File: config.mk
export PLATFORM = sky130hd
export DESIGN_NAME = alb_stimulus_gen
export DESIGN_NICKNAME = d
export VERILOG_FILES = /design/src/rtl/alb_pkg.sv /design/src/rtl/alb_lfsr32.sv /design/src/rtl/alb_stimulus_gen.sv
export SDC_FILE = /design/constraint.sdc
export NUM_CORES = 1
export LEC_CHECK = 0
export ABC_AREA = 0
export BUFFER_PORTS_ARGS = -buffer_cell sky130_fd_sc_hd__buf_4
export CAP_MARGIN = 20
export CORE_ASPECT_RATIO = 0.8
export CORE_MARGIN = 5
export CORE_UTILIZATION = 35
export CTS_BUF_LIST = sky130_fd_sc_hd__clkbuf_8 sky130_fd_sc_hd__clkbuf_16
export CTS_CLUSTER_SIZE = 28
export DETAILED_ROUTE_END_ITERATION = 8
export HOLD_SLACK_MARGIN = 0.02
export PLACE_DENSITY = 0.55
export SLEW_MARGIN = 20
export SYNTH_ARGS = -nofsm -noshare
export SYNTH_HDL_FRONTEND = slang
export SYNTH_SLANG_ARGS = --single-unit
File: constraint.sdc
create_clock -name clk -period 2.57 [get_ports clk]
set_input_delay 0.1285 -clock clk [delete_from_list [all_inputs] [get_ports clk]]
set_output_delay 0.1285 -clock clk [all_outputs]
set_load 0.02 [all_outputs]
File: src/rtl/alb_pkg.sv
// Shared types and constants for the ALB stimulus generator.
package alb_pkg;

  // Generator sequencing states.
  typedef enum logic [1:0] {
    IDLE   = 2'd0,
    CORNER = 2'd1,
    RANDOM = 2'd2,
    DONE   = 2'd3
  } alb_gen_state_t;

  // Galois feedback mask for x^32 + x^22 + x^2 + x + 1.
  localparam logic [31:0] LFSR_MASK = 32'h8020_0003;

  // Corner-case vectors issued ahead of the random ones for every opcode.
  localparam int          CORNER_COUNT = 4;
  localparam logic [1:0]  CORNER_ZERO  = 2'd0;  // a=0,    b=0,    ci=0
  localparam logic [1:0]  CORNER_ONES  = 2'd1;  // a=ONES, b=1,    ci=0
  localparam logic [1:0]  CORNER_MAXS  = 2'd2;  // a=MAXS, b=1,    ci=0
  localparam logic [1:0]  CORNER_MINS  = 2'd3;  // a=MINS, b=ONES, ci=1

  // One step of the right-shifting Galois LFSR.
  function automatic logic [31:0] lfsr_step(input logic [31:0] cur);
    return (cur >> 1) ^ (cur[0] ? LFSR_MASK : 32'h0000_0000);
  endfunction

  // An all-zero state would lock the LFSR, so zero seeds become 1.
  function automatic logic [31:0] seed_fix(input logic [31:0] s);
    return (s == 32'h0000_0000) ? 32'h0000_0001 : s;
  endfunction

endpackage

File: src/rtl/alb_lfsr32.sv
// 32-bit Galois LFSR with synchronous seed load and step enable.
module alb_lfsr32
  import alb_pkg::*;
#(
  parameter logic [31:0] RESET_VALUE = 32'h0000_0001
) (
  input  logic        clk,
  input  logic        reset,
  input  logic        load,
  input  logic [31:0] seed,
  input  logic        enable,
  output logic [31:0] value
);

  logic [31:0] value_q;
  logic [31:0] value_d;

  // Load takes priority over stepping.
  always_comb begin
    value_d = value_q;
    if (load) begin
      value_d = seed_fix(seed);
    end else if (enable) begin
      value_d = lfsr_step(value_q);
    end
  end

  // LFSR state register; reset loads the seed so a run never starts from zero.
  always_ff @(posedge clk or negedge reset) begin
    if (!reset) begin
      value_q <= seed_fix(RESET_VALUE);
    end else begin
      value_q <= value_d;
    end
  end

  assign value = value_q;

endmodule

File: src/rtl/alb_stimulus_gen.sv
// Operand/opcode stream generator: per opcode, four corner cases then
// NUM_RANDOM LFSR-derived vectors, with hold-based stalling and completion flag.
module alb_stimulus_gen
  import alb_pkg::*;
#(
  parameter int          DATA_WIDTH = 8,
  parameter int          OP_WIDTH   = 3,
  parameter int          NUM_RANDOM = 64,
  parameter logic [31:0] SEED       = 32'hACE1_0001
) (
  input  logic                  clk,
  input  logic                  reset,
  input  logic                  start,
  input  logic                  hold,
  output logic [DATA_WIDTH-1:0] a,
  output logic [DATA_WIDTH-1:0] b,
  output logic [OP_WIDTH-1:0]   op,
  output logic                  ci,
  output logic                  valid,
  output logic                  done,
  output logic [15:0]           vec_count
);

  localparam logic [DATA_WIDTH-1:0] ONES = {DATA_WIDTH{1'b1}};
  localparam logic [DATA_WIDTH-1:0] MAXS = {1'b0, {(DATA_WIDTH-1){1'b1}}};
  localparam logic [DATA_WIDTH-1:0] MINS = {1'b1, {(DATA_WIDTH-1){1'b0}}};
  localparam logic [DATA_WIDTH-1:0] ONE  = {{(DATA_WIDTH-1){1'b0}}, 1'b1};
  localparam logic [15:0]           LAST_CORNER = 16'(CORNER_COUNT - 1);
  localparam logic [15:0]           LAST_RANDOM = 16'(NUM_RANDOM - 1);
  localparam logic [OP_WIDTH-1:0]   LAST_OP     = {OP_WIDTH{1'b1}};

  alb_gen_state_t        state_q, state_d;
  logic [15:0]           idx_q, idx_d;
  logic [OP_WIDTH-1:0]   op_q, op_d;
  logic [DATA_WIDTH-1:0] a_q, a_d;
  logic [DATA_WIDTH-1:0] b_q, b_d;
  logic                  ci_q, ci_d;
  logic                  valid_q, valid_d;
  logic                  done_q, done_d;
  logic [15:0]           cnt_q, cnt_d;

  logic                  accept;
  logic                  lfsr_load;
  logic                  lfsr_en;
  logic [31:0]           lfsr_value;
  logic [31:0]           rand_src;
  logic                  rand_unused;
  logic [1:0]            corner_sel;
  logic [DATA_WIDTH-1:0] corner_a;
  logic [DATA_WIDTH-1:0] corner_b;
  logic                  corner_ci;

  alb_lfsr32 #(
    .RESET_VALUE(SEED)
  ) u_lfsr (
    .clk   (clk),
    .reset (reset),
    .load  (lfsr_load),
    .seed  (SEED),
    .enable(lfsr_en),
    .value (lfsr_value)
  );

  // A shown vector is consumed only when it is valid and not stalled.
  assign accept = valid_q && !hold;

  // Entering RANDOM shows the LFSR as-is; inside RANDOM the next vector is one step ahead.
  assign rand_src    = (state_q == RANDOM) ? lfsr_step(lfsr_value) : lfsr_value;
  assign rand_unused = ^rand_src[30:2*DATA_WIDTH];

  // The corner to present next: successor index inside CORNER, otherwise the first one.
  assign corner_sel = (state_q == CORNER) ? (idx_q[1:0] + 2'd1) : CORNER_ZERO;

  // Corner-case operand mux.
  always_comb begin
    corner_a  = '0;
    corner_b  = '0;
    corner_ci = 1'b0;
    case (corner_sel)
      CORNER_ONES: begin
        corner_a = ONES;
        corner_b = ONE;
      end
      CORNER_MAXS: begin
        corner_a = MAXS;
        corner_b = ONE;
      end
      CORNER_MINS: begin
        corner_a  = MINS;
        corner_b  = ONES;
        corner_ci = 1'b1;
      end
      default: begin
        corner_a  = '0;
        corner_b  = '0;
        corner_ci = 1'b0;
      end
    endcase
  end

  // Next-state logic: sequencing, counters and the vector to present next cycle.
  always_comb begin
    state_d   = state_q;
    idx_d     = idx_q;
    op_d      = op_q;
    a_d       = a_q;
    b_d       = b_q;
    ci_d      = ci_q;
    valid_d   = valid_q;
    done_d    = done_q;
    cnt_d     = cnt_q;
    lfsr_load = 1'b0;
    lfsr_en   = 1'b0;

    case (state_q)
      IDLE, DONE: begin
        // Restart is not gated by hold; hold only blocks acceptance.
        if (start) begin
          state_d   = CORNER;
          idx_d     = '0;
          op_d      = '0;
          cnt_d     = '0;
          lfsr_load = 1'b1;
          a_d       = corner_a;
          b_d       = corner_b;
          ci_d      = corner_ci;
          valid_d   = 1'b1;
          done_d    = 1'b0;
        end
      end

      CORNER: begin
        if (accept) begin
          cnt_d = (cnt_q == 16'hFFFF) ? cnt_q : cnt_q + 16'd1;
          if (idx_q == LAST_CORNER) begin
            state_d = RANDOM;
            idx_d   = '0;
            a_d     = rand_src[DATA_WIDTH-1:0];
            b_d     = rand_src[2*DATA_WIDTH-1:DATA_WIDTH];
            ci_d    = rand_src[31];
          end else begin
            idx_d = idx_q + 16'd1;
            a_d   = corner_a;
            b_d   = corner_b;
            ci_d  = corner_ci;
          end
        end
      end

      RANDOM: begin
        if (accept) begin
          cnt_d   = (cnt_q == 16'hFFFF) ? cnt_q : cnt_q + 16'd1;
          lfsr_en = 1'b1;
          if (idx_q == LAST_RANDOM) begin
            if (op_q == LAST_OP) begin
              // Outputs keep the last vector; only the flags change.
              state_d = DONE;
              valid_d = 1'b0;
              done_d  = 1'b1;
            end else begin
              state_d = CORNER;
              idx_d   = '0;
              op_d    = op_q + 1'b1;
              a_d     = corner_a;
              b_d     = corner_b;
              ci_d    = corner_ci;
            end
          end else begin
            idx_d = idx_q + 16'd1;
            a_d   = rand_src[DATA_WIDTH-1:0];
            b_d   = rand_src[2*DATA_WIDTH-1:DATA_WIDTH];
            ci_d  = rand_src[31];
          end
        end
      end

      default: begin
        state_d = IDLE;
      end
    endcase
  end

  // FSM and registered outputs; reset clears everything immediately.
  always_ff @(posedge clk or negedge reset) begin
    if (!reset) begin
      state_q <= IDLE;
      idx_q   <= '0;
      op_q    <= '0;
      a_q     <= '0;
      b_q     <= '0;
      ci_q    <= 1'b0;
      valid_q <= 1'b0;
      done_q  <= 1'b0;
      cnt_q   <= '0;
    end else begin
      state_q <= state_d;
      idx_q   <= idx_d;
      op_q    <= op_d;
      a_q     <= a_d;
      b_q     <= b_d;
      ci_q    <= ci_d;
      valid_q <= valid_d;
      done_q  <= done_d;
      cnt_q   <= cnt_d;
    end
  end

  assign a         = a_q;
  assign b         = b_q;
  assign op        = op_q;
  assign ci        = ci_q;
  assign valid     = valid_q;
  assign done      = done_q;
  assign vec_count = cnt_q;

endmodule
==> impl_metrics.toml <==
[run_status]
status = "finished clean"

[clock_network]
cts_resized = 0
cts_buffers = 9
clkLatencyLatePin_ns = 0.33
cts_setup_buffers = 0
cts_tree = "done"
cts_hold_buffers = 1
clockBufferDepth = 2
clock_sinks = 88
cts_root_buf = "clkbuf_16"
clk_pin_slew_ns = 0.06
htree_levels = 3

[critical_path]
start_kind = "flip-flop"
end_kind = "flip-flop"
worst-setup-path-type = "flip-flop to flip-flop"
cp.arrival_ns = 2.58
crit_required_ns = 2.83
cp_max_fo = 14
r2r_cells = 7

[drt]
antenna_left = 0
vias_per_cell = 5.19
remaining_drc_errors = 0
drt_iter0_markers = 287
firstDrtPassIters = 4
wl_per_cell_um = 15.3
routed_wl_um = 10600
vias = 3608

[grt]
grt_pass1_vias = 3471
antenna_found_initial = 0
grt-ovfl-total = 0
grt_pass1_wl_um = 18200
grt_max_degree = 46
track_usage = 0.147

[placed_design]
port_buffers = 41
routabilityCongestion = 0.783
dp.cells = 678
placed_area_sq_um = 5070
dp_hpwl_um = 7320

[sta]
rsz0062_at_grt = "no"
setup_viol = 0
fin_setup_tns_ns = 0
min_period_over_period = 0.905
period_minus_slack_ns = 2.32
fmax_ghz = 0.430
hold_violations = 0
relSlewSlack = 0.591
worst_pin_slew_ns = 0.614
drv_slew = 0
skew_ns = 0.00603

[synthesis]
synth_area_per_cell_sq_um = 9.58
synth_top_family_by_area = "simple AND/OR/NAND/NOR gates"
yosys.area_share.simple = 0.223
syn_nets = 487
synth-edff-count = 0
ys_ff_latch = 88
synth-compound-area-share = 0.168
netlist_top_cells_area = "dfrtp_1, nand2_1, dfstp_2"
yosysWarnings = 0
synthArstFlopShare = 1.00
synth_area_sq_um = 4540
netlist.area_leader.share = 0.435
ys_types = 57
yosys.area_share.adder = 0.0248
synth_xor_area_frac = 0.0366
ys.flop_type = "dfrtp_1"
muxShareOfSynthArea = 0.0207
synth-seq-area-share = 0.487
yosysTopAreaCell = "dfrtp_1"
synthCells = 474

[power]
p_leak_nw = 2.45
power.share.clock = 0.511
power_frac_comb = 0.012
ir_worst_vdd_v = 0.000310
power.switching_uw = 568
swShare = 0.196
power_density_nw_per_um2 = 537
internal_power_mw = 2.34
pwr-share-seq = 0.477

[final_layout]
fin_area_sq_um = 5410
nFillCells = 1250
final_cell_mix = "nand2_1, dfrtp_1, buf_4, a21oi_1, nor2_1"
diodes = 0
num-nets-final = 528
drive_gt1_frac = 0.187
synthToLayoutAreaGrowth_pct = 19.2
final_cell_count_no_fill = 695

[floorplanning]
design.die.area_sq_um = 15400
core-area_sq_um = 12800
die_y_um = 112
ios = 42
dieWidth_um = 137
fp-row-count = 37
start_util = 0.355

[hold_path]
hold_class = "input pin to flip-flop"
hold_depth = 4

[run]
max_cap_violations = 0
==> layer usage <==
layer / share of wire / track usage
met2: 0.43 / 0.208
met1: 0.52 / 0.224
met3: 0.043 / 0.0366
met4: 0.0087 / 0.0299
met5: 0 / 0
==> synthesized netlist by cell type, types with 2 or more instances <==
cell	n
dfrtp_1	79
nor4_1	6
mux2_2	2
nand2b_1	4
a22o_1	17
a22oi_1	6
nand4_1	7
or3_1	4
nor2b_1	6
o221a_1	3
and3_1	7
nor3_1	12
inv_1	14
nor2_1	34
nor4_4	2
nand4_4	2
and2_1	3
a21o_1	2
nor3b_1	2
mux2i_1	6
nand3_1	18
o21ai_1	3
xnor2_1	17
o211ai_1	5
buf_6	2
nand2_1	79
buf_2	4
a21oi_1	35
xor2_1	2
o31ai_1	3
o21ai_0	21
and4_1	2
dfstp_2	9
clkbuf_1	19
ha_1	9
o221a_2	5
a31oi_1	3
==> critical path, cell delays in order (launching register included) <==
cell     delay [ns]
dfrtp_1        0.41
ha_1           0.23
nor4b_1        0.30
buf_4          0.18
nand4_4        0.20
nor3b_4        0.53
a22oi_1        0.19
a21oi_1        0.20
==> power by group through the flow <==
stage	registers [mW]	logic [mW]	clock network, mW
after floorplan	1.41	0.000399	0
after global placement	1.41	0.0374	0
after detailed placement	1.41	0.0378	0
after CTS	1.39	0.0391	1.51
after global routing	1.38	0.0439	1.57
final	1.39	0.0359	1.48
==> registers in the layout, summed over array words and instances, names as in the netlist <==
register      flops
state_q           2
valid             1
vec_count        16
idx_q            16
u_lfsr.value     32
a                 8
op                3
ci                1
b                 8
done              1
==> layout make-up <==
type	instances	area, sq um	area share
well taps	175	219	0.0404
multi-input cells	345	2150	0.397
repair buffers	57	443	0.0818
flip-flops and latches	88	2210	0.409
clock buffers	9	225	0.0416
clock inverters	7	111	0.0206
inverters	14	52.6	0.00971
==> kinds of logic after synthesis <==
| logic type | count (synthesis) |
|---|---|
| AOI/OAI and AO/OA | 112 |
| xor gates and xnor gates | 19 |
| adders and majority gates | 9 |
| buffers and inverters | 41 |
| DFF | 88 |
| muxes | 9 |
| and+or+nand+nor | 196 |
==> stage by stage <==
stage                      util  power, mW  setup slack [ns]  hold WS [ns]
final                     0.424       2.90             0.245         0.235
after global routing      0.424       3.00            0.0477         0.242
after CTS                 0.424       2.94             0.265         0.219
after detailed placement  0.397       1.45             0.279         0.192
after global placement    0.397       1.45             0.313         0.184
after floorplan               -       1.41             0.465        -0.167
==> worst paths after layout <==
check | start | end | slack [ns]
setup / recovery | idx_q[0] | a[4] | 0.25
hold / removal | hold | vec_count[4] | 0.23
setup reg to reg | idx_q[0] | a[4] | 0.25
hold reg to reg | u_lfsr.value[17] | u_lfsr.value[16] | 0.49
max in group asynchronous | reset | u_lfsr.value[16] | 1.51
min in group asynchronous | reset | vec_count[2] | 0.35
No activity file was read; power rests on OpenSTA's default activity.
